==> config.mk <==
export PLATFORM = sky130hd
export DESIGN_NAME = multiword_subtractor_seq
export DESIGN_NICKNAME = d
export VERILOG_FILES = /design/src/rtl/msub_pkg.sv /design/src/rtl/sub_word_stage.sv /design/src/rtl/multiword_subtractor_seq.sv
export SDC_FILE = /design/constraint.sdc
export NUM_CORES = 1
export LEC_CHECK = 0
export ABC_AREA = 0
export BUFFER_PORTS_ARGS = -buffer_cell sky130_fd_sc_hd__buf_2
export CAP_MARGIN = 5
export CORE_UTILIZATION = 50
export DETAILED_ROUTE_END_ITERATION = 10
export PLACE_DENSITY_LB_ADDON = 0.3
export SETUP_SLACK_MARGIN = 0.3
export SLEW_MARGIN = 20
export SYNTH_ARGS = -nofsm -noshare
export SYNTH_HDL_FRONTEND = slang
export SYNTH_SLANG_ARGS = --single-unit
==> constraint.sdc <==
create_clock -name clk -period 9.91 [get_ports clk]
set_input_delay 1.4865 -clock clk [delete_from_list [all_inputs] [get_ports clk]]
set_output_delay 1.4865 -clock clk [all_outputs]
set_load 0.05 [all_outputs]
==> src/rtl/msub_pkg.sv <==
// +--------------------------------------------------------------------------+
// | msub_pkg : shared state encoding and counter sizing for the multi-word  |
// |            subtractor.                                                    |
// | Revision : 1.0                                                            |
// +--------------------------------------------------------------------------+
`default_nettype none

package msub_pkg;

  typedef enum logic [0:0] {
    MSUB_IDLE = 1'b0,
    MSUB_BUSY = 1'b1
  } msub_state_t;

  // Smallest width able to hold values 0..v-1; called with WORDS+1 so the
  // beat counter can represent WORDS itself.
  function automatic int clog2(input int v);
    int r;
    r = 0;
    for (int i = 0; i < 31; i++) begin
      if ((1 << i) < v) r = i + 1;
    end
    return r;
  endfunction

endpackage

`default_nettype wire

==> src/rtl/sub_word_stage.sv <==
// +--------------------------------------------------------------------------+
// | sub_word_stage : combinational N-bit ripple-borrow subtract with signed   |
// |                  overflow.                                                |
// | Revision : 1.0                                                            |
// +--------------------------------------------------------------------------+
`default_nettype none

module sub_word_stage #(
  parameter int N = 8
) (
  input  logic [N-1:0] x,
  input  logic [N-1:0] y,
  input  logic         bin,
  output logic [N-1:0] z,
  output logic         b,
  output logic         v
);

  logic [N:0] w_bor;

  assign w_bor[0] = bin;

  for (genvar i = 0; i < N; i++) begin : g_bit
    assign z[i]       = x[i] ^ y[i] ^ w_bor[i];
    assign w_bor[i+1] = (~x[i] & y[i]) | (~x[i] & w_bor[i]) | (y[i] & w_bor[i]);
  end

  assign b = w_bor[N];
  assign v = (x[N-1] ^ y[N-1]) & (x[N-1] ^ z[N-1]);

endmodule

`default_nettype wire

==> src/rtl/multiword_subtractor_seq.sv <==
// +--------------------------------------------------------------------------+
// | multiword_subtractor_seq : streaming multi-precision X - Y, LS word first,|
// |   one registered result word per accepted beat. Optional zero flag is     |
// |   built when MSUB_ZERO_FLAG_EN is defined.                                |
// | Revision : 1.0                                                            |
// +--------------------------------------------------------------------------+
`default_nettype none

module multiword_subtractor_seq
  import msub_pkg::*;
#(
  parameter int N     = 8,
  parameter int WORDS = 4
) (
  input  logic         clk,
  input  logic         rst,
  input  logic         in_valid,
  output logic         in_ready,
  input  logic [N-1:0] in_x,
  input  logic [N-1:0] in_y,
  input  logic         in_first,
  input  logic         in_last,
  output logic         out_valid,
  input  logic         out_ready,
  output logic [N-1:0] out_z,
  output logic         out_last,
  output logic         out_b,
  output logic         out_v,
  output logic         out_zero,
  output logic         err
);

  localparam int                 c_CNT_W = clog2(WORDS + 1);
  localparam logic [c_CNT_W-1:0] c_WORDS = c_CNT_W'(WORDS);

  msub_state_t        r_state;
  msub_state_t        w_state_next;
  logic               r_borrow;
  logic [c_CNT_W-1:0] r_cnt;
  logic               r_out_valid;
  logic [N-1:0]       r_out_z;
  logic               r_out_last;
  logic               r_out_b;
  logic               r_out_v;
  logic               r_err;

  logic               w_accept;
  logic               w_first;
  logic               w_proto_err;
  logic               w_bin;
  logic [c_CNT_W-1:0] w_cnt_next;
  logic               w_forced;
  logic               w_last;
  logic [N-1:0]       w_z;
  logic               w_b;
  logic               w_v;

  assign in_ready = ~r_out_valid | out_ready;
  assign w_accept = in_valid & in_ready;

  // Any beat seen in IDLE starts a new operand, even without in_first.
  assign w_first     = in_first | (r_state == MSUB_IDLE);
  assign w_proto_err = (in_first & (r_state == MSUB_BUSY)) |
                       (~in_first & (r_state == MSUB_IDLE));
  assign w_bin       = w_first ? 1'b0 : r_borrow;
  assign w_cnt_next  = (w_first ? '0 : r_cnt) + 1'b1;
  assign w_forced    = (w_cnt_next == c_WORDS) & ~in_last;
  assign w_last      = in_last | w_forced;

  sub_word_stage #(
    .N (N)
  ) u_stage (
    .x   (in_x),
    .y   (in_y),
    .bin (w_bin),
    .z   (w_z),
    .b   (w_b),
    .v   (w_v)
  );

  always_comb begin
    w_state_next = r_state;
    if (w_accept) begin
      w_state_next = w_last ? MSUB_IDLE : MSUB_BUSY;
    end
  end

  always_ff @(posedge clk) begin
    if (rst) begin
      r_state     <= MSUB_IDLE;
      r_borrow    <= 1'b0;
      r_cnt       <= '0;
      r_out_valid <= 1'b0;
      r_out_z     <= '0;
      r_out_last  <= 1'b0;
      r_out_b     <= 1'b0;
      r_out_v     <= 1'b0;
      r_err       <= 1'b0;
    end else begin
      r_state <= w_state_next;
      if (w_accept) begin
        r_borrow    <= w_b;
        r_cnt       <= w_last ? '0 : w_cnt_next;
        r_out_valid <= 1'b1;
        r_out_z     <= w_z;
        r_out_last  <= w_last;
        r_out_b     <= w_b;
        r_out_v     <= w_last & w_v;
        if (w_proto_err | w_forced) r_err <= 1'b1;
      end else if (out_ready) begin
        r_out_valid <= 1'b0;
      end
    end
  end

`ifdef MSUB_ZERO_FLAG_EN
  logic [N-1:0] r_zacc;
  logic [N-1:0] w_zacc_base;
  logic         r_out_zero;

  assign w_zacc_base = w_first ? '0 : r_zacc;

  always_ff @(posedge clk) begin
    if (rst) begin
      r_zacc     <= '0;
      r_out_zero <= 1'b0;
    end else if (w_accept) begin
      r_zacc     <= w_zacc_base | w_z;
      r_out_zero <= w_last & ~(|(w_zacc_base | w_z));
    end
  end

  assign out_zero = r_out_zero;
`else
  assign out_zero = 1'b0;
`endif

  assign out_valid = r_out_valid;
  assign out_z     = r_out_z;
  assign out_last  = r_out_last;
  assign out_b     = r_out_b;
  assign out_v     = r_out_v;
  assign err       = r_err;

endmodule

`default_nettype wire

* Word-level counts from Yosys, hierarchy flattened
Cells that the tools add are included.
Storage, ports and cells: register bits 17, latch bits 0, memory bits (writable) 0, memory bits (read-only) 0, input port bits 22, output and inout port bits 15, word-level logic and storage cells 98, memories 0
Cells by class: add/subtract/negate cells 1, multiply operators 0, div/mod/pow operators 0, $lt $le $gt $ge 0, equal/unequal tests 1, shift-type cells 0, multiplexer cells 6, bitwise operators 80, reductions and logical operators 2
Operator list (count):
- $and 1x1->1 | 30
- $or 1x1->1 | 21
- $xor 1x1->1 | 17
- $not 1->1 | 12
- $mux 3 | 2
- $mux 1 | 4
- $add 3x1->3 const B | 1
- $eq 3x3->1 const B | 1
- $reduce_and 2->1 | 1
- $reduce_bool 2->1 | 1

* Logic depth before layout (Yosys ltp)
depth after elaboration 28, mapped depth 15, gate-level depth less buffers 15

* Modules after synthesis
From an unflattened synthesis, not the netlist that was laid out.
Unflattened totals: cell total of the unflattened synthesis 118, area, all modules 1031.0 µm²
By module, submodules not included:
- multiword_subtractor_seq | times used 1, cells each 88, area each 774.5 µm², sequential area each 340.3 µm²
- sub_word_stage | times used 1, cells each 30, area each 256.5 µm², sequential area each 0.0 µm²

* Worst setup path before layout
No wires, ideal clock.
path kind input port to flip-flop, start input in_first, end register r_out_v (netlist: out_v), setup time 0.072 ns, data arrival time 5.624 ns, required time 9.838 ns, setup slack 4.215 ns, stages 15, path buffers 0, cell sequence inv_1 -> ha_1 -> and2_1 -> fa_1 -> fa_1 -> fa_1 -> fa_1 -> fa_1 -> fa_1 -> fa_1 -> inv_1 -> fa_1 -> xnor2_1 -> or4_1 -> mux2i_1
Between the ends: cells in the longest elaborated chain, start to end 27, elaborated cells on any way between the ends 39, classes of those cells add/sub: 1; eq/ne: 1; mux: 2; bitwise: 35
Ends and longest elaborated chain:
- start: declaration | RTL line multiword_subtractor_seq.sv:21 | input logic in_first,
- $or 1x1->1 * | RTL line multiword_subtractor_seq.sv:62 | assign w_first = in_first | (r_state == MSUB_IDLE);
- $mux 1 * | RTL line multiword_subtractor_seq.sv:65 | assign w_bin = w_first ? 1'b0 : r_borrow;
- $and 1x1->1 | RTL line sub_word_stage.sv:25 | assign w_bor[i+1] = (~x[i] & y[i]) | (~x[i] & w_bor[i]) | (y[i] & w_bor[i]);
- $or 1x1->1 | RTL line sub_word_stage.sv:25
- $or 1x1->1 * | RTL line sub_word_stage.sv:25
- $and 1x1->1 | RTL line sub_word_stage.sv:25
- $or 1x1->1 | RTL line sub_word_stage.sv:25
- $or 1x1->1 * | RTL line sub_word_stage.sv:25
- [... 12 more ...]
- $and 1x1->1 | RTL line sub_word_stage.sv:25
- $or 1x1->1 | RTL line sub_word_stage.sv:25
- $or 1x1->1 * | RTL line sub_word_stage.sv:25
- $xor 1x1->1 * | RTL line sub_word_stage.sv:24 | assign z[i] = x[i] ^ y[i] ^ w_bor[i];
- net u_stage.z[7] | RTL line sub_word_stage.sv:14 | output logic [N-1:0] z,
- $xor 1x1->1 * | RTL line sub_word_stage.sv:29 | assign v = (x[N-1] ^ y[N-1]) & (x[N-1] ^ z[N-1]);
- $and 1x1->1 * | RTL line sub_word_stage.sv:29
- $and 1x1->1 * | RTL line multiword_subtractor_seq.sv:108 | r_out_v <= w_last & w_v;
- end signal: assignment | RTL line multiword_subtractor_seq.sv:108
- end: declaration | RTL line multiword_subtractor_seq.sv:44 | logic r_out_v;
The timed path passes the listed nets; every way through them passes the cells marked *. A chain may end at the register's enable or synchronous reset.

* Worst setup path in the final report
Same ends and word-level chain as after synthesis.

==> flow_metrics.tcl <==
set metrics [dict create \
    cp.arrival_ps 5910 \
    final_common_cell "buf_2" \
    cp_slowest_cell "fa_1" \
    io_buffers 35 \
    synthFlopType "dfxtp_1" \
    crit_buf_inv 3 \
    syn_avg_cell_area_um2 9.499 \
    overflow 0 \
    power_frac_comb 0.299 \
    timing_hold_violations_final 0 \
    cts_tree "yes" \
    grt_pass1_wl_um 3243 \
    reg2reg_slack_ps 5210 \
    hold_class "flip-flop to flip-flop" \
    cpPeakStageDelay_ps 440 \
    gp_congestion 0.7188 \
    dieWidth_um 45.15 \
    wl_per_cell_um 12.27 \
    clk_pin_slew_ps 100 \
    clock-root-buffer "clkbuf_4" \
    synth_compound_area_frac 0.1935 \
    dieArea_mm2 0.002039 \
    path_cells "buf_2 -> inv_1 -> ha_1 -> and2_1 -> fa_1 -> fa_1 -> fa_1 -> fa_1 -> fa_1 -> fa_1 -> fa_1 -> inv_1 -> fa_1 -> xnor2_1 -> or4_1 -> mux2i_1" \
    crit_type "input pin to flip-flop" \
    grt_max_degree 19 \
    cts_resized 0 \
    min_period_ps 5667 \
    fin_util 0.6551 \
    antenna_found_initial 0 \
    synth_edf_count 0 \
    finalNetCount 166 \
    drcViolationCount 0 \
    synth_area_um2 930.9 \
    antennaDiodeCount 0 \
    postRouteAntennaNets 0 \
    ys_types 25 \
    synthMuxAreaShare 0.01075 \
    ys.warnings.count 0 \
    postCtsHoldBufs 0 \
    ir_drop_mv 0.07189 \
    synth-xor-area-share 0.009409 \
    rr_worst_depth 14 \
    grt_usage 0.2252 \
    htreeDepth 1 \
    final_area_mm2 0.001131 \
    seqPwrFrac 0.466 \
    p_per_area_mw_per_mm2 144.1 \
    stdcell_count 156 \
    p_int_uw 103.7 \
    cts_setup_buffers 0 \
    fin_ws_ps 4243 \
    async_flop_share 0 \
    clkLatencyLatePin_ps 300 \
    fillCellCount 162 \
    synthToLayoutAreaGrowth_pct 21.50 \
    ys_seq_elements 17 \
    synth_top_family_by_area "adder cells" \
    core_area_mm2 0.001727 \
    cts_made_buffers 3 \
    pre_cts_slack_ps 3917 \
    synthSimpleGateAreaFrac 0.09812 \
    finalMaxSlewViolations 0 \
    rows 15 \
    fin_hold_ws_ps 456.7 \
    power_uw 163.0 \
    status "completed" \
    dp_hpwl_um 1400 \
    start_util 0.5391 \
    num_vias 807 \
    cts_sinks 17 \
    finalSetupViolCount 0 \
    p_sw_uw 59.36 \
    first_global_vias 813 \
    drive_above_1_share 0.3130 \
    postPlaceCellArea_mm2 0.001104 \
    cp.required_ps 10150 \
    io_pins 37 \
    wirelength_um 1914 \
    cp_max_fo 4 \
    timing.fmax_mhz 176.5 \
    drv_cap 0 \
    cp.depth 16 \
    vias_per_cell 5.173 \
    power.share.clock 0.235 \
    netlist_instances 98 \
    cp_common_cell "fa_1" \
    seq_area_frac_synth 0.3656 \
    place_inst 152 \
    drtPass1Iterations 4 \
    clockBufferDepth 2 \
    multi_input_area_um2 504.2 \
    end_kind "flip-flop" \
    swShare 0.3641 \
    fin_crit_sh 0.5718 \
    critical_path.top_delay_family "adder cells" \
    p_leak_nw 0.5438 \
    fin_tns_setup_ps 0 \
    min_path_cells 2 \
    synth_adder_area_share 0.2258 \
    most-common-layout-cells "buf_2 (35), dfxtp_1 (17), a21oi_1 (16)" \
    finClkSkew_ps 4.797 \
    start_kind "input pin" \
    die-height_um 45.15 \
    grt_setup_unrepaired "no" \
    final-seq-area_um2 340.3 \
    drtIter0Drc 3 \
    syn_nets 132 \
]
## cells in the mapped netlist (2+ instances only)
cell type  instances  area share
dfxtp_1           17        0.37
a21oi_1           16       0.086
inv_1             13       0.052
a211oi_1           9       0.073
fa_1               8        0.17
o21ai_0            5       0.027
clkbuf_1           4       0.016
ha_1               4       0.054
and2_1             3       0.020
nand3_1            2       0.011
nor2b_1            2       0.013
or4_1              2       0.016
## logic make-up (layout without fill, tap and decap cells)
| logic type | Yosys count | after routing |
|---|---|---|
| and+or+nand+nor | 15 | 15 |
| muxes | 1 | 1 |
| AOI/OAI and AO/OA | 31 | 31 |
| xor gates and xnor gates | 1 | 1 |
| adders and majority gates | 12 | 12 |
| DFF | 17 | 17 |
| buffers and inverters | 20 | 53 |
| other | 1 | 1 |
## flip-flops by register name, indices dropped and copies added, names as in the netlist
signal and cells:
out_b 1, out_last 1, r_cnt 3, err 1, out_v 1, out_valid 1, r_state 1, out_z 8
## power by group through the flow
| stage | Clock (mW) | Sequential, mW | Combinational, mW |
|---|---|---|---|
| 2_1_floorplan | 0 | 0.0936 | 0.0198 |
| 3_3_place_gp | 0 | 0.0774 | 0.0476 |
| 3_5_place_dp | 0 | 0.0775 | 0.0491 |
| 4_1_cts | 0.0386 | 0.0760 | 0.0494 |
| 5_1_grt | 0.0423 | 0.0766 | 0.0535 |
| 6_report | 0.0383 | 0.0760 | 0.0488 |
## layout make-up
class | count | share of cell area
Clock inverter | 1 | 0.004425
Tap cell | 25 | 0.02765
Multi-Input combinational cell | 61 | 0.4458
Timing Repair Buffer | 35 | 0.1549
Clock buffer | 3 | 0.01991
Inverter | 14 | 0.04646
Sequential cell | 17 | 0.3009
## final timing paths
check | start | to
worst min register to register | err | err
worst max-delay path | in_first | out_v
worst max register to register | r_state | out_v
worst min-delay path | err | err
## worst min-delay path: stages, from the launching register on
cell and delay, ps:
dfxtp_1 330, inv_1 50, a21oi_1 50
## layer usage
layer,share of wire,up-vias,GRT usage
li1,-,396,-
met1,0.42,382,0.2456
met2,0.52,24,0.4174
met3,0.035,5,0.03600
met4,0.021,0,0.1091
met5,0,-,0
No activity file was read; power rests on OpenSTA's default activity.
